### src/rtl/opcode_issue_pkg.sv
// Shared constants for the opcode issue stage and the 5-to-32 decoder it feeds.
// The opcode field range lives here so both sides slice the instruction identically.
package opcode_issue_pkg;
    localparam int INSTR_W = 32;
    localparam int OPC_W   = 5;
    localparam int OPC_LSB = 27;
    localparam int OPC_MSB = OPC_LSB + OPC_W - 1;
endpackage

### src/rtl/opcode_issue_fifo.sv
// Instruction buffer: storage array, wrap-around pointers and an occupancy counter.
// The read port is combinational from the head so the issue register can load it directly.
module opcode_issue_fifo #(
    parameter int DEPTH = 4,
    parameter int W     = 32,
    parameter int AW    = $clog2(DEPTH),
    parameter int CW    = $clog2(DEPTH) + 1
) (
    input  logic          clk,
    input  logic          rst,
    input  logic          flush,
    input  logic          push,
    input  logic          pop,
    input  logic [W-1:0]  wdata,
    output logic [W-1:0]  rdata,
    output logic [CW-1:0] count,
    output logic          full,
    output logic          empty
);
    logic [W-1:0]  mem [DEPTH];
    logic [AW-1:0] wr_ptr;
    logic [AW-1:0] rd_ptr;

    assign rdata = mem[rd_ptr];
    assign full  = (count == CW'(DEPTH));
    assign empty = (count == '0);

    always_ff @(posedge clk) begin
        if (rst || flush) begin
            wr_ptr <= '0;
            rd_ptr <= '0;
            count  <= '0;
        end else begin
            if (push) begin
                wr_ptr <= wr_ptr + 1'b1;
            end
            if (pop) begin
                rd_ptr <= rd_ptr + 1'b1;
            end
            count <= count + CW'(push) - CW'(pop);
        end
    end

    // Storage needs no reset: entries are only read once count covers them.
    always_ff @(posedge clk) begin
        if (push) begin
            mem[wr_ptr] <= wdata;
        end
    end
endmodule

### src/rtl/opcode_issue.sv
// Buffers instruction words and issues one registered opcode/enable/operand per cycle
// to the opcode decoder, with ALU backpressure and pipeline flush.
module opcode_issue
    import opcode_issue_pkg::*;
#(
    parameter int DEPTH = 4,
    parameter int CW    = $clog2(DEPTH) + 1
) (
    input  logic               clk,
    input  logic               rst,
    input  logic               in_valid,
    input  logic [INSTR_W-1:0] in_instr,
    output logic               in_ready,
    input  logic               alu_busy,
    input  logic               flush,
    output logic [OPC_W-1:0]   opcode,
    output logic               enable,
    output logic [OPC_LSB-1:0] operand,
    output logic [CW-1:0]      count
);
    // Handshake: a word transfers on any rising edge where in_valid && in_ready; in_ready
    // depends only on registered occupancy and flush, never on in_valid or alu_busy.
    logic               push;
    logic               pop;
    logic               full;
    logic               empty;
    logic [INSTR_W-1:0] head;

    assign in_ready = !full && !flush;
    assign push     = in_valid && in_ready;
    assign pop      = !flush && !alu_busy && !empty;

    opcode_issue_fifo #(
        .DEPTH(DEPTH),
        .W    (INSTR_W)
    ) u_fifo (
        .clk  (clk),
        .rst  (rst),
        .flush(flush),
        .push (push),
        .pop  (pop),
        .wdata(in_instr),
        .rdata(head),
        .count(count),
        .full (full),
        .empty(empty)
    );

    // Opcode/operand hold whenever nothing new is issued; only enable marks live data.
    always_ff @(posedge clk) begin
        if (rst) begin
            opcode  <= '0;
            operand <= '0;
            enable  <= 1'b0;
        end else if (flush) begin
            enable <= 1'b0;
        end else if (!alu_busy) begin
            enable <= pop;
            if (pop) begin
                opcode  <= head[OPC_MSB:OPC_LSB];
                operand <= head[OPC_LSB-1:0];
            end
        end
    end
endmodule

### config.mk
export PLATFORM = sky130hd
export DESIGN_NAME = opcode_issue
export DESIGN_NICKNAME = d
export VERILOG_FILES = /design/src/rtl/opcode_issue_pkg.sv /design/src/rtl/opcode_issue_fifo.sv /design/src/rtl/opcode_issue.sv
export SDC_FILE = /design/constraint.sdc
export NUM_CORES = 1
export LEC_CHECK = 0
export CAP_MARGIN = 20
export CORE_ASPECT_RATIO = 0.9
export CORE_MARGIN = 4
export CORE_UTILIZATION = 44
export CTS_CLUSTER_SIZE = 30
export DETAILED_ROUTE_END_ITERATION = 7
export PLACE_DENSITY = 0.68
export SETUP_SLACK_MARGIN = 0.02
export SLEW_MARGIN = 30
export SYNTH_ARGS = -nofsm -noshare
export SYNTH_HDL_FRONTEND = slang
export SYNTH_SLANG_ARGS = --single-unit
### constraint.sdc
create_clock -name clk -period 2.05 [get_ports clk]
set_input_delay 0.3075 -clock clk [delete_from_list [all_inputs] [get_ports clk]]
set_output_delay 0.3075 -clock clk [all_outputs]
set_load 0.02 [all_outputs]
# Yosys cells after proc, flatten, opt, wreduce, memory -nomap -nowiden

Memory sizes are Yosys's and may differ from the RTL's. A register that Yosys moved wholly into a read port is not among the register bits.
Index checks and enable logic that the tools add are counted.

Memories: 1
Output and inout port bits: 37
Logic and storage cells: 26
Register bits after elaboration: 8
RAM bits: 128

Add/subtract/negate cells: 4
Reduce and logical (&&, ||, !) cells: 12
Mux-type cells: 2
Bitwise logic cells: 2
Equality and inequality tests: 1

Memories:

| memory     | words | bits a word | rd ports | clocked after Yosys merged registers in | wr ports | line                    | RTL |
|---|---|---|---|---|---|---|---|
| u_fifo.mem | 4     | 32          | 1        | 1                                       | 1        | opcode_issue_fifo.sv:20 | `logic [W-1:0] mem [DEPTH];` |

Operator list:

| cell                  | number |
|---|---|
| $add A2 B1 Y2 const B | 2 |
| $logic_and A1 B1 Y1   | 4 |
| $logic_not A1 Y1      | 4 |
| $add A3 B1 Y3         | 1 |
| $eq A3 B3 Y1 const B  | 1 |
| $logic_not A3 Y1      | 1 |
| $reduce_and A3 Y1     | 1 |
| $sub A3 B1 Y3         | 1 |
| $mux W1               | 2 |
| $not A1 Y1            | 2 |
| $reduce_or A2 Y1      | 1 |
| $logic_or A1 B1 Y1    | 1 |

# Depth between registers and ports, before layout

Depth in word-level cells: 6
Depth in mapped cells: 10

# By module

Synthesis repeated with hierarchy kept, for this count alone.

Cells, all modules: 373
Area, all modules: 6,638.9 sq um

By module, submodules not included:

| module            | sequential area each (sq um) | area each (sq um) | cells each | instances |
|---|---|---|---|---|
| opcode_issue_fifo | 4,023.9                      | 5,111.2           | 213        | 1 |
| opcode_issue      | 660.6                        | 1,527.7           | 160        | 1 |

# Worst setup path after synthesis

No wires, ideal clock.

Path kind: flip-flop to flip-flop
From: reg u_fifo.count[1]
To: reg u_fifo.count[2]
Data arrival time: 2.198 ns
Library setup time: 0.078 ns
Period minus slack after synthesis: 2.276 ns
Cell stages (with the launch flop): 11
Setup slack: -0.226 ns
Path buffers: 0
Required time: 1.972 ns
Cells stage by stage: dfxtp_1 nor3_1 nor3_1 ha_1 inv_1 ha_1 inv_1 fa_1 xor2_1 and2_2 nor3_1

RTL lines:

| what                   | line                    | RTL |
|---|---|---|
| start, declared        | opcode_issue_fifo.sv:16 | `output logic [CW-1:0] count,` |
| start signal, assigned | opcode_issue_fifo.sv:40 | `count <= count + CW'(push) - CW'(pop);` |
| $logic_not A3 Y1       | opcode_issue_fifo.sv:26 | `assign empty = (count == '0);` |
| $logic_not A1 Y1       | opcode_issue.sv:31      | `assign pop = !flush && !alu_busy && !empty;` |
| $logic_and A1 B1 Y1    | opcode_issue.sv:31      |  |
| named net pop          | opcode_issue.sv:24      | `logic pop;` |
| $sub A3 B1 Y3          | opcode_issue_fifo.sv:40 |  |

The timed path passes the listed nets, and every way through them passes these cells.
A chain may end at the register's enable or synchronous reset.

# Worst setup path in the final report

From: reg u_fifo.count[1]
To: reg u_fifo.count[2]

Word-level cells in the longest chain between the ends: 6

Ends and longest elaborated chain:

| what                | line                    | RTL |
|---|---|---|
| $eq A3 B3 Y1        | opcode_issue_fifo.sv:25 | `assign full = (count == CW'(DEPTH));` |
| $logic_not A1 Y1    | opcode_issue.sv:29      | `assign in_ready = !full && !flush;` |
| $logic_and A1 B1 Y1 | opcode_issue.sv:29      |  |
| $logic_and A1 B1 Y1 | opcode_issue.sv:30      | `assign push = in_valid && in_ready;` |
| named net push      | opcode_issue.sv:23      | `logic push;` |
| $add A3 B1 Y3       | opcode_issue_fifo.sv:40 |  |
| $sub A3 B1 Y3       | opcode_issue_fifo.sv:40 |  |

The timed path passes the listed nets, and every way through them passes these cells.

==> impl_metrics.ini <==
[outcome]
status = finished clean

[floorplanning]
fp.dieArea_um2 = 16000
io_pins = 74
floorplan.initialDensity_pct = 45.5
vert_die_dim_um = 120
die_width_um = 133
placement_rows = 40
placeableCoreArea_um2 = 13600

[sta]
period_minus_slack_ps = 2000
setup_viol = 0
worst_slew_pin_slew_ps = 641
grt_setup_unrepaired = true
slew_viol_final = 0
hold_violations = 0
setup_ws_ps = 49.1
maxSlewHeadroom_pct = 57.2
clock-skew-final_ps = 6.12
fmaxAchievable_ghz = 0.500
fin_crit_sh_pct = 97.6

[routing]
totalWireLength_um = 11600
firstDrtPassIters = 4
vias = 3092
drt_drc_violations_left = 0
post_drt_via_cell_ratio = 5.15
final_antenna_net_count = 0
drc_violation_total_after_the_first_tritonroute_iteration = 150
drt-wirelength-per-cell_um = 19.4

[clock_tree]
tritoncts.num_buffers = 17
clock_sinks = 168
cts_hold_repair.buffers = 0
htree_levels = 4
clk_root_buffer_cell = sky130_fd_sc_hd__clkbuf_16
cts_tree = built
clk_latency_worst_skew_pair_ps = 410
path_clk_slew_ps = 60
max-clock-path-buffers = 2

[yosys]
number_of_distinct_standard_cells_referenced_by_the_synthesized_netlist = 40
synth.net_count = 340
ys_ff_latch = 168
postSynthAreaPerCell_um2 = 20.9
yosys.area.top_type = sky130_fd_sc_hd__edfxtp_1
synthTopCellsByArea = sky130_fd_sc_hd__edfxtp_1 (62%), sky130_fd_sc_hd__dfxtp_1 (13%), sky130_fd_sc_hd__mux4_2 (10%)
ys_seq_area_share_pct = 75.2
synth.cell_area_um2 = 6170
synthDominantCellAreaShare_pct = 62.3
count_of_flip_flops_with_a_built_in_enable_after_synthesis = 128
synth_cells = 296
postSynth.topFlopCell = sky130_fd_sc_hd__edfxtp_1
synth-warning-count = 0
async_reset_ff_share_pct = 0

[finish]
sequential_cell_area_um2 = 4660
multiInputGateArea_um2 = 1390
design.final.nets = 442
num-fill-cells = 998
flow.area_growth_from_synthesis_pct = 28.3
insertedDiodeCount = 0
postLayoutCoreUtil_pct = 58.4
drive_gt1_share_pct = 26.5

[placed_design]
finalWeightedCongestion = 0.735
placement.setup.worst_slack_ps = -410
dp.final_hpwl_um = 7240
portBuffers = 73

[run]
maxCapViolCount = 0

[global_routing]
initial_antenna_violation_count = 1
grt_pass1_vias = 3460
grt_overflow_total = 0
global_route.usage.total_pct = 15.7
pin_count_of_the_biggest_net_entering_global_routing = 33
first_pass_grt_wire_length_um = 18700

[worst_setup_path]
end_kind = register
reg2reg_setup_slack_ps = 50
crit_arrival_ps = 2310
cp.required_ps = 2360
worstSetupStartpointType = register
critical_path.max_fanout = 4
worst-setup-path-type = reg -> reg

[pwr]
finalPower_w = 0.00708
pwr_density_cell_nw_per_um2 = 894
p_leak_nw = 2.64
peak_ir_drop_on_the_vdd_network_mv = 0.568

[min_path]
min-delay-path-class = reg -> reg
[logic make-up (layout without fill, tap and decap cells)]
kind of cell | after synthesis | in the layout | synth area share, %
flip-flops | 168 | 168 | 75.2
adder cells (fa/ha/maj) | 7 | 7 | 1.54
multiplexers | 32 | 32 | 11.9
buffers and inverters | 22 | 137 | 2.80
XOR/XNOR | 1 | 1 | 0.142
AO/OA/AOI/OAI | 40 | 40 | 5.65
AND/OR/NAND/NOR | 26 | 26 | 2.72
[final timing paths]
| check | end | from | depth (start not counted) |
|---|---|---|---|
| setup / recovery | u_fifo.count[2] | u_fifo.count[1] | 9 |
| hold / removal | opcode[1] | opcode[1] | 1 |
| setup reg to reg | u_fifo.count[2] | u_fifo.count[1] | 9 |
| hold reg to reg | opcode[1] | opcode[1] | 1 |
[repair_timing]
action,4_1_cts,5_1_grt
pin swaps,1,0
resized for setup,9,0
endpoints found under the setup margin,2,1
endpoints found under the hold margin,0,0
buffers inserted,1,0
[critical path, stage by stage, from the launching register on]
cell,delay (ps)
sky130_fd_sc_hd__dfxtp_4,370
sky130_fd_sc_hd__buf_4,140
sky130_fd_sc_hd__or3b_4,410
sky130_fd_sc_hd__and2_4,150
sky130_fd_sc_hd__ha_1,180
sky130_fd_sc_hd__inv_1,60
sky130_fd_sc_hd__fa_2,190
sky130_fd_sc_hd__xor2_1,180
sky130_fd_sc_hd__and2_2,170
sky130_fd_sc_hd__nor3_2,40
[where the power goes]
group	total (W)	switching, W	internal, W
registers	0.00373	0.0000194	0.00371
logic	0.000327	0.000152	0.000176
clock network	0.00302	0.00123	0.00179
[cell usage after synthesis (all sizes together) (4+ instances only)]
library cell / n
edfxtp: 128
dfxtp: 40
a22o: 32
mux4: 32
buf: 13
ha: 6
inv: 6
nor2: 5
and3: 4
nor3: 4
[through the flow]
step	std cells	cell area, µm²	hold WS [ps]	setup TNS (ps)
5_1_grt	600	7920	508	-58.5
3_5_place_dp	567	7320	463	-485
2_1_floorplan	296	6190	406	0
3_3_place_gp	566	7300	460	-4560
6_report	600	7920	475	0
4_1_cts	600	7920	482	0
[cells in the final DEF, fill, tap and decap left out, types with 5 or more instances in the layout]
| cell | instances |
|---|---|
| sky130_fd_sc_hd__edfxtp_1 | 128 |
| sky130_fd_sc_hd__clkdlybuf4s50_1 | 72 |
| sky130_fd_sc_hd__dfxtp_1 | 35 |
| sky130_fd_sc_hd__a22o_1 | 31 |
| sky130_fd_sc_hd__mux4_2 | 28 |
| sky130_fd_sc_hd__clkbuf_16 | 17 |
| sky130_fd_sc_hd__buf_4 | 17 |
| sky130_fd_sc_hd__buf_12 | 8 |
| sky130_fd_sc_hd__inv_1 | 6 |
| sky130_fd_sc_hd__ha_1 | 6 |
| sky130_fd_sc_hd__nor2_1 | 5 |
[area by class of cell]
type / instances / share of cell area, %
clock buffers: 21 / 6.07
clock inverters: 11 / 1.23
inverters: 6 / 0.284
multi-input cells: 106 / 17.5
flip-flops and latches: 168 / 58.8
well taps: 189 / 2.99
repair buffers: 99 / 13.1
[flip-flops by register name, indices dropped and copies added, names as in the netlist]
name	count
operand	27
enable	1
u_fifo.rd_ptr	2
u_fifo.mem	128
u_fifo.count	3
u_fifo.wr_ptr	2
opcode	5
[per-layer routing]
metal / routed length, µm / vias to the layer above / global-route usage [%]
li1: - / 1422 / -
met1: 5070 / 1582 / 19.6
met2: 5860 / 72 / 25.8
met3: 528 / 14 / 5.16
met4: 143 / 2 / 6.04
met5: 18 / - / 0
(Power assumes the default switching activity.)
==> variant 1: new RTL, same flow settings <==
Put a register stage on the output `count`, without a reset. The value now appears one clock later. The other outputs are not delayed to match.
--- a/src/rtl/opcode_issue.sv
+++ b/src/rtl/opcode_issue.sv
@@ -18,6 +18,8 @@
     output logic [OPC_LSB-1:0] operand,
     output logic [CW-1:0]      count
 );
+
+    logic [CW-1:0] count_d;
     // Handshake: a word transfers on any rising edge where in_valid && in_ready; in_ready
     // depends only on registered occupancy and flush, never on in_valid or alu_busy.
     logic               push;
@@ -41,7 +43,7 @@
         .pop  (pop),
         .wdata(in_instr),
         .rdata(head),
-        .count(count),
+        .count(count_d),
         .full (full),
         .empty(empty)
     );
@@ -62,5 +64,9 @@
             end
         end
     end
+    always_ff @(posedge clk) begin
+        count <= count_d;
+    end
+
 endmodule
 
Function: changed (a bounded check fails within 4 cycles, from zero or initial values and one cycle with rst high).
==> variant 1 against the original RTL <==
Design area is 0.90% higher. Utilization up 0.31 points. Worst setup slack lost 0.0022 ns. Routed wire length is 0.27% lower. Sequential cell count grew 3. Total power grew 1.9%. Critical path type unchanged. Area after synthesis grew 0.93%.
==> variant 1: results (changes against the original RTL) <==
Place
  – Gpl congestion: 0.750 (was 0.735)
  – Placed Cells: 571 (was 567)
  – Final HPWL DP: 7.05 mm (was 7.24 mm)
  – DP Worst Slack: -0.408 ns (was -0.410 ns)
  – Number of buffers added on ports: 73 (unchanged)

Critical path
  – Critical path peak fanout: 4 (unchanged)
  – Register-to-Register Setup Slack: 0.05 ns

Logic synthesis
  – Unique cell type count in the Yosys netlist: 38 (was 40)
  – Top cells by count, synth: edfxtp_1, dfxtp_1, a22o_1, mux4_2 (unchanged)
  – Synth area leaders: edfxtp_1, dfxtp_1, mux4_2, a22o_1, mux4_1 (unchanged)
  – Async SR Flop Fraction: 0% (unchanged)
  – Syn avg cell area: 20.8 um2 (was 20.9 um2)
  – Register area share after synthesis: 75.5% (was 75.2%)
  – Syn Nets: 343 (was 340)

Status
  – Status: finished clean (unchanged)

Global routing
  – Initial antenna violation count: 0 (was 1)
  – All-layer global routing usage: 15.2% (was 15.7%)
  – Vias in the first global route: 3305 (was 3460)
  – Global-route wire length before repair: 18.2 mm (was 18.7 mm)

Layout
  – Top Registers: u_fifo.mem: 128 flops, operand: 27 flops, opcode: 5 flops (unchanged)
  – Final nets: 445 (was 442)
  – Layout cells sized above 1: 24.2% (was 26.5%)

Timing
  – Maximum clock rate: 499 MHz (was 500 MHz)
  – Final setup skew: 0.00770 ns (was 0.00612 ns)
  – Tightest Pin Transition: 0.633 ns (was 0.641 ns)

Pwr
  – Internal power: 5.85 mW (was 5.68 mW)
  – Leak: 2.66 nW (was 2.64 nW)
  – Max VDD drop: 0.000665 V (was 0.000568 V)

Drt
  – Initial DRC count: 249 (was 150)
  – DR vias/cell: 5.18 (was 5.15)
  – Pre-Repair DR Iteration Count: 4 (unchanged)
  – Avg WL per Cell: 19.2 um (was 19.4 um)
  – Vias: 3119 (was 3092)

CTS
  – Setup Buffers After CTS: 0 (was 1)
[variant 1: path summary, 6_finish.rpt]
kind,start,cells past startpoint,endpoint
setup / recovery,u_fifo.count[1],9,u_fifo.count[2]
hold / removal,u_fifo.count[1],0,count[1]
setup reg to reg,u_fifo.count[1],9,u_fifo.count[2]
hold reg to reg,u_fifo.count[1],0,count[1]
[variant 1: cells by family (layout without fill, tap and decap cells)]
| kind of cell | count (synthesis) | in the layout | synth area share (%) |
|---|---|---|---|
| adders and majority gates | 7 | 7 | 1.53 |
| and+or+nand+nor | 26 | 26 | 2.67 |
| xor gates and xnor gates | 1 | 1 | 0.141 |
| AOI/OAI and AO/OA | 40 | 40 | 5.60 |
| DFF | 171 | 171 | 75.5 |
| muxes | 32 | 32 | 11.8 |
| buffers and inverters | 22 | 136 | 2.75 |
[variant 1: metal layers]
layer	vias to the layer above	track usage [%]	wire, um
li1	1430	-	-
met1	1606	20.1	5180
met2	74	24.3	5660
met3	9	5.22	644
met4	0	4.24	104
met5	-	0	0
[variant 1: timing repair]
item | CTS | global route
endpoints found under the setup margin | 2 | 1
pin swaps | 0 | 2
gates resized for setup | 7 | 2
[variant 1: power groups by stage]
stage	sequential [mW]	clock (mW)	combinational (mW)
final	3.79	3.10	0.327
after global routing	3.80	3.34	0.352
after CTS	3.79	3.18	0.334
after detailed placement	3.87	0	0.331
after global placement	3.86	0	0.316
after floorplan	3.88	0	0.124
[variant 1: worst max-delay path, cell delays in order (launching register included)]
cell and delay, ns:
dfxtp_4 0.36, buf_4 0.15, or3b_4 0.41, and2_4 0.15
ha_1 0.18, inv_1 0.07, fa_2 0.19, xor2_1 0.18
and2_2 0.17, nor3_2 0.04
[variant 1: cell type report]
cell class	instances	area [um2]
clock buffers	23	448
clock inverters	8	121
fillers	1064	5620
inverters	6	22.5
multi-input cells	106	1390
flip-flops and latches	171	4710
well taps	189	236
repair buffers	99	1070
[variant 1: through the flow]
step	hold slack [ns]	area [um2]	util [%]	power [mW]	setup TNS (ns)
after CTS	0.398	7990	58.7	7.31	0
after floorplan	0.389	6240	-	4.01	0
after global placement	0.388	7380	54.2	4.18	-6.39
after detailed placement	0.388	7410	54.4	4.20	-0.483
final	0.405	7990	58.7	7.22	0
after global routing	0.421	7990	58.7	7.49	-0.0395
==> variant 2: new RTL, same settings <==
Without the edit above. `DEPTH` is set to 4 in 2 places; all go to 8.
--- a/src/rtl/opcode_issue_fifo.sv
+++ b/src/rtl/opcode_issue_fifo.sv
@@ -1,7 +1,7 @@
 // Instruction buffer: storage array, wrap-around pointers and an occupancy counter.
 // The read port is combinational from the head so the issue register can load it directly.
 module opcode_issue_fifo #(
-    parameter int DEPTH = 4,
+    parameter int DEPTH = 8,
     parameter int W     = 32,
     parameter int AW    = $clog2(DEPTH),
     parameter int CW    = $clog2(DEPTH) + 1
--- a/src/rtl/opcode_issue.sv
+++ b/src/rtl/opcode_issue.sv
@@ -3,7 +3,7 @@
 module opcode_issue
     import opcode_issue_pkg::*;
 #(
-    parameter int DEPTH = 4,
+    parameter int DEPTH = 8,
     parameter int CW    = $clog2(DEPTH) + 1
 ) (
     input  logic               clk,
Interface: changed (resized count); port bits go from 74 to 75. The function was not compared with the original's and may differ.
==> variant 2 against the original RTL <==
Count of clock-buffer cells in the layout up 31. Design area up 76%. Worst setup slack better by 0.019 ns. Largest cell class unchanged. Area after synthesis up 83%. Total power up 78%. Sequential cell count up 131. Largest power group unchanged. Clock skew up 0.011 ns. Maximum frequency up 0.96%. Routed wire length up 96%. Utilization down 3.1 points.
==> variant 2: results (changes against the original RTL) <==
Place
  – Placed Cells: 1051 (was 567)
  – DP Worst Slack: -0.205 ns (was -0.410 ns)
  – Placed inst area: 0.0130 mm2 (was 0.00732 mm2)
  – Final HPWL DP: 14.0 mm (was 7.24 mm)

Timing
  – Tightest Pin Transition: 0.658 ns (was 0.641 ns)
  – Hold slack: 0.487 ns (was 0.475 ns)
  – Final setup skew: 0.0172 ns (was 0.00612 ns)

Logic synthesis
  – Syn avg cell area: 18.0 um2 (was 20.9 um2)
  – Top cells by count, synth: edfxtp_1, mux2i_1, nor2_1, dfxtp_1, nor3_1 (was edfxtp_1, dfxtp_1, a22o_1, mux4_2)
  – Syn Nets: 672 (was 340)
  – Synth area leaders: edfxtp_1, dfxtp_1, mux4_2, mux2i_1, a211oi_1 (was edfxtp_1, dfxtp_1, mux4_2, a22o_1, mux4_1)
  – Unique cell type count in the Yosys netlist: 32 (was 40)
  – Register area share after synthesis: 75.8% (was 75.2%)
  – Number of flops mapped to enable cells by yosys: 256 (was 128)

Global routing
  – Met1 GRT Util: 21.8% (was 19.6%)
  – Grt met2 use: 28.1% (was 25.8%)
  – Global-route wire length before repair: 35.9 mm (was 18.7 mm)
  – All-layer global routing usage: 16.3% (was 15.7%)
  – Vias in the first global route: 6274 (was 3460)
  – Largest net degree at the start of global routing: 35 (was 33)
  – Initial antenna violation count: 0 (was 1)

CTS
  – Skew-Pair Late Insertion Delay: 0.56 ns (was 0.41 ns)
  – CTS buffer count: 31 (was 17)
  – H-tree depth: 1 (was 4)
  – Bufs on Longest Clock Path: 3 (was 2)

Critical path
  – Reg2Reg Depth: 11 (was 9)
  – Worst R2R Start: u_fifo.count[2] (was u_fifo.count[1])
  – Top Family by Delay on Critical Path: adder cells (was simple AND/OR/NAND/NOR gates)
  – Crit path DAT: 2.42 ns (was 2.31 ns)
  – Slowest CP cell: dfxtp_4 (was or3b_4)
  – Register-to-Register Setup Slack: 0.07 ns (was 0.05 ns)

Drt
  – Initial DRC count: 486 (was 150)
  – Met3 WL: 1.05 mm (was 528 um)
  – Vias: 5839 (was 3092)
  – M1 WL: 9.62 mm (was 5.07 mm)
  – Pre-Repair DR Iteration Count: 5 (was 4)
  – Met2 routed WL: 11.7 mm (was 5.86 mm)
  – DR vias/cell: 5.27 (was 5.15)

Layout
  – Top Registers: u_fifo.mem: 256 flops, operand: 27 flops, opcode: 5 flops (was u_fifo.mem: 128 flops, operand: 27 flops, opcode: 5 flops)
  – Final nets: 788 (was 442)
  – Fillers: 1936 (was 998)

Worst hold path
  – Hold Path End: operand[21] (was opcode[1])
  – Cells on Worst Hold Path: 2 (was 1)

Status
  – Status: finished clean (unchanged)

Pwr
  – Leak: 4.30 nW (was 2.64 nW)
[variant 2: changes by cell type after synthesis, sizes merged, moves of 4 or more]
| cell | change |
|---|---|
| mux2i | +66 |
| a22o | -32 |
| clkbuf | +12 |
| a211oi | +32 |
| and3 | -4 |
| edfxtp | +128 |
| nor3 | +32 |
| o22ai | +32 |
| nor2 | +41 |
| buf | +10 |
[variant 2: cell type report]
type                            instances  share of cell area [%]
Clock buffer                           52                    6.42
Clock inverter                          6                   0.332
Inverter                               10                   0.359
Multi-Input combinational cell        279                    19.0
Sequential cell                       299                    61.5
Tap cell                              342                    3.07
Timing Repair Buffer                  121                    9.38
[variant 2: timing repair]
action                                 4_1_cts  5_1_grt
setup endpoints to repair                    3        7
gates resized for setup                     12        3
buffers inserted                             0        0
pin swaps                                    5        9
endpoints found under the hold margin        0        0
[variant 2: cells by family after synthesis]
kind of cell	share of synthesized area (%)
buf+inv	2.36
flops	75.8
xor+xnor	0.311
mux	12.3
fa+ha+maj	1.07
simple gates	3.71
compound gates	4.44
[variant 2: worst max path at each step]
stage                         start                to  slack, ns  cells past startpoint
finish              u_fifo.count[2]   u_fifo.count[2]       0.07                     11
global route        u_fifo.count[2]   u_fifo.count[2]      -0.04                     11
CTS                 u_fifo.count[2]   u_fifo.count[2]     -0.007                     11
detailed placement         alu_busy   u_fifo.count[2]      -0.20                     10
global placement           alu_busy   u_fifo.count[1]      -0.18                      9
floorplan           u_fifo.count[2]  u_fifo.mem[0][0]      -0.47                      5
[variant 2: power by group through the flow]
stage,clock network (mW),logic (mW),registers (mW)
2_1_floorplan,0,0.268,6.93
5_1_grt,5.54,0.769,6.74
3_3_place_gp,0,0.675,6.86
4_1_cts,5.24,0.705,6.74
3_5_place_dp,0,0.693,6.87
6_report,5.13,0.704,6.74
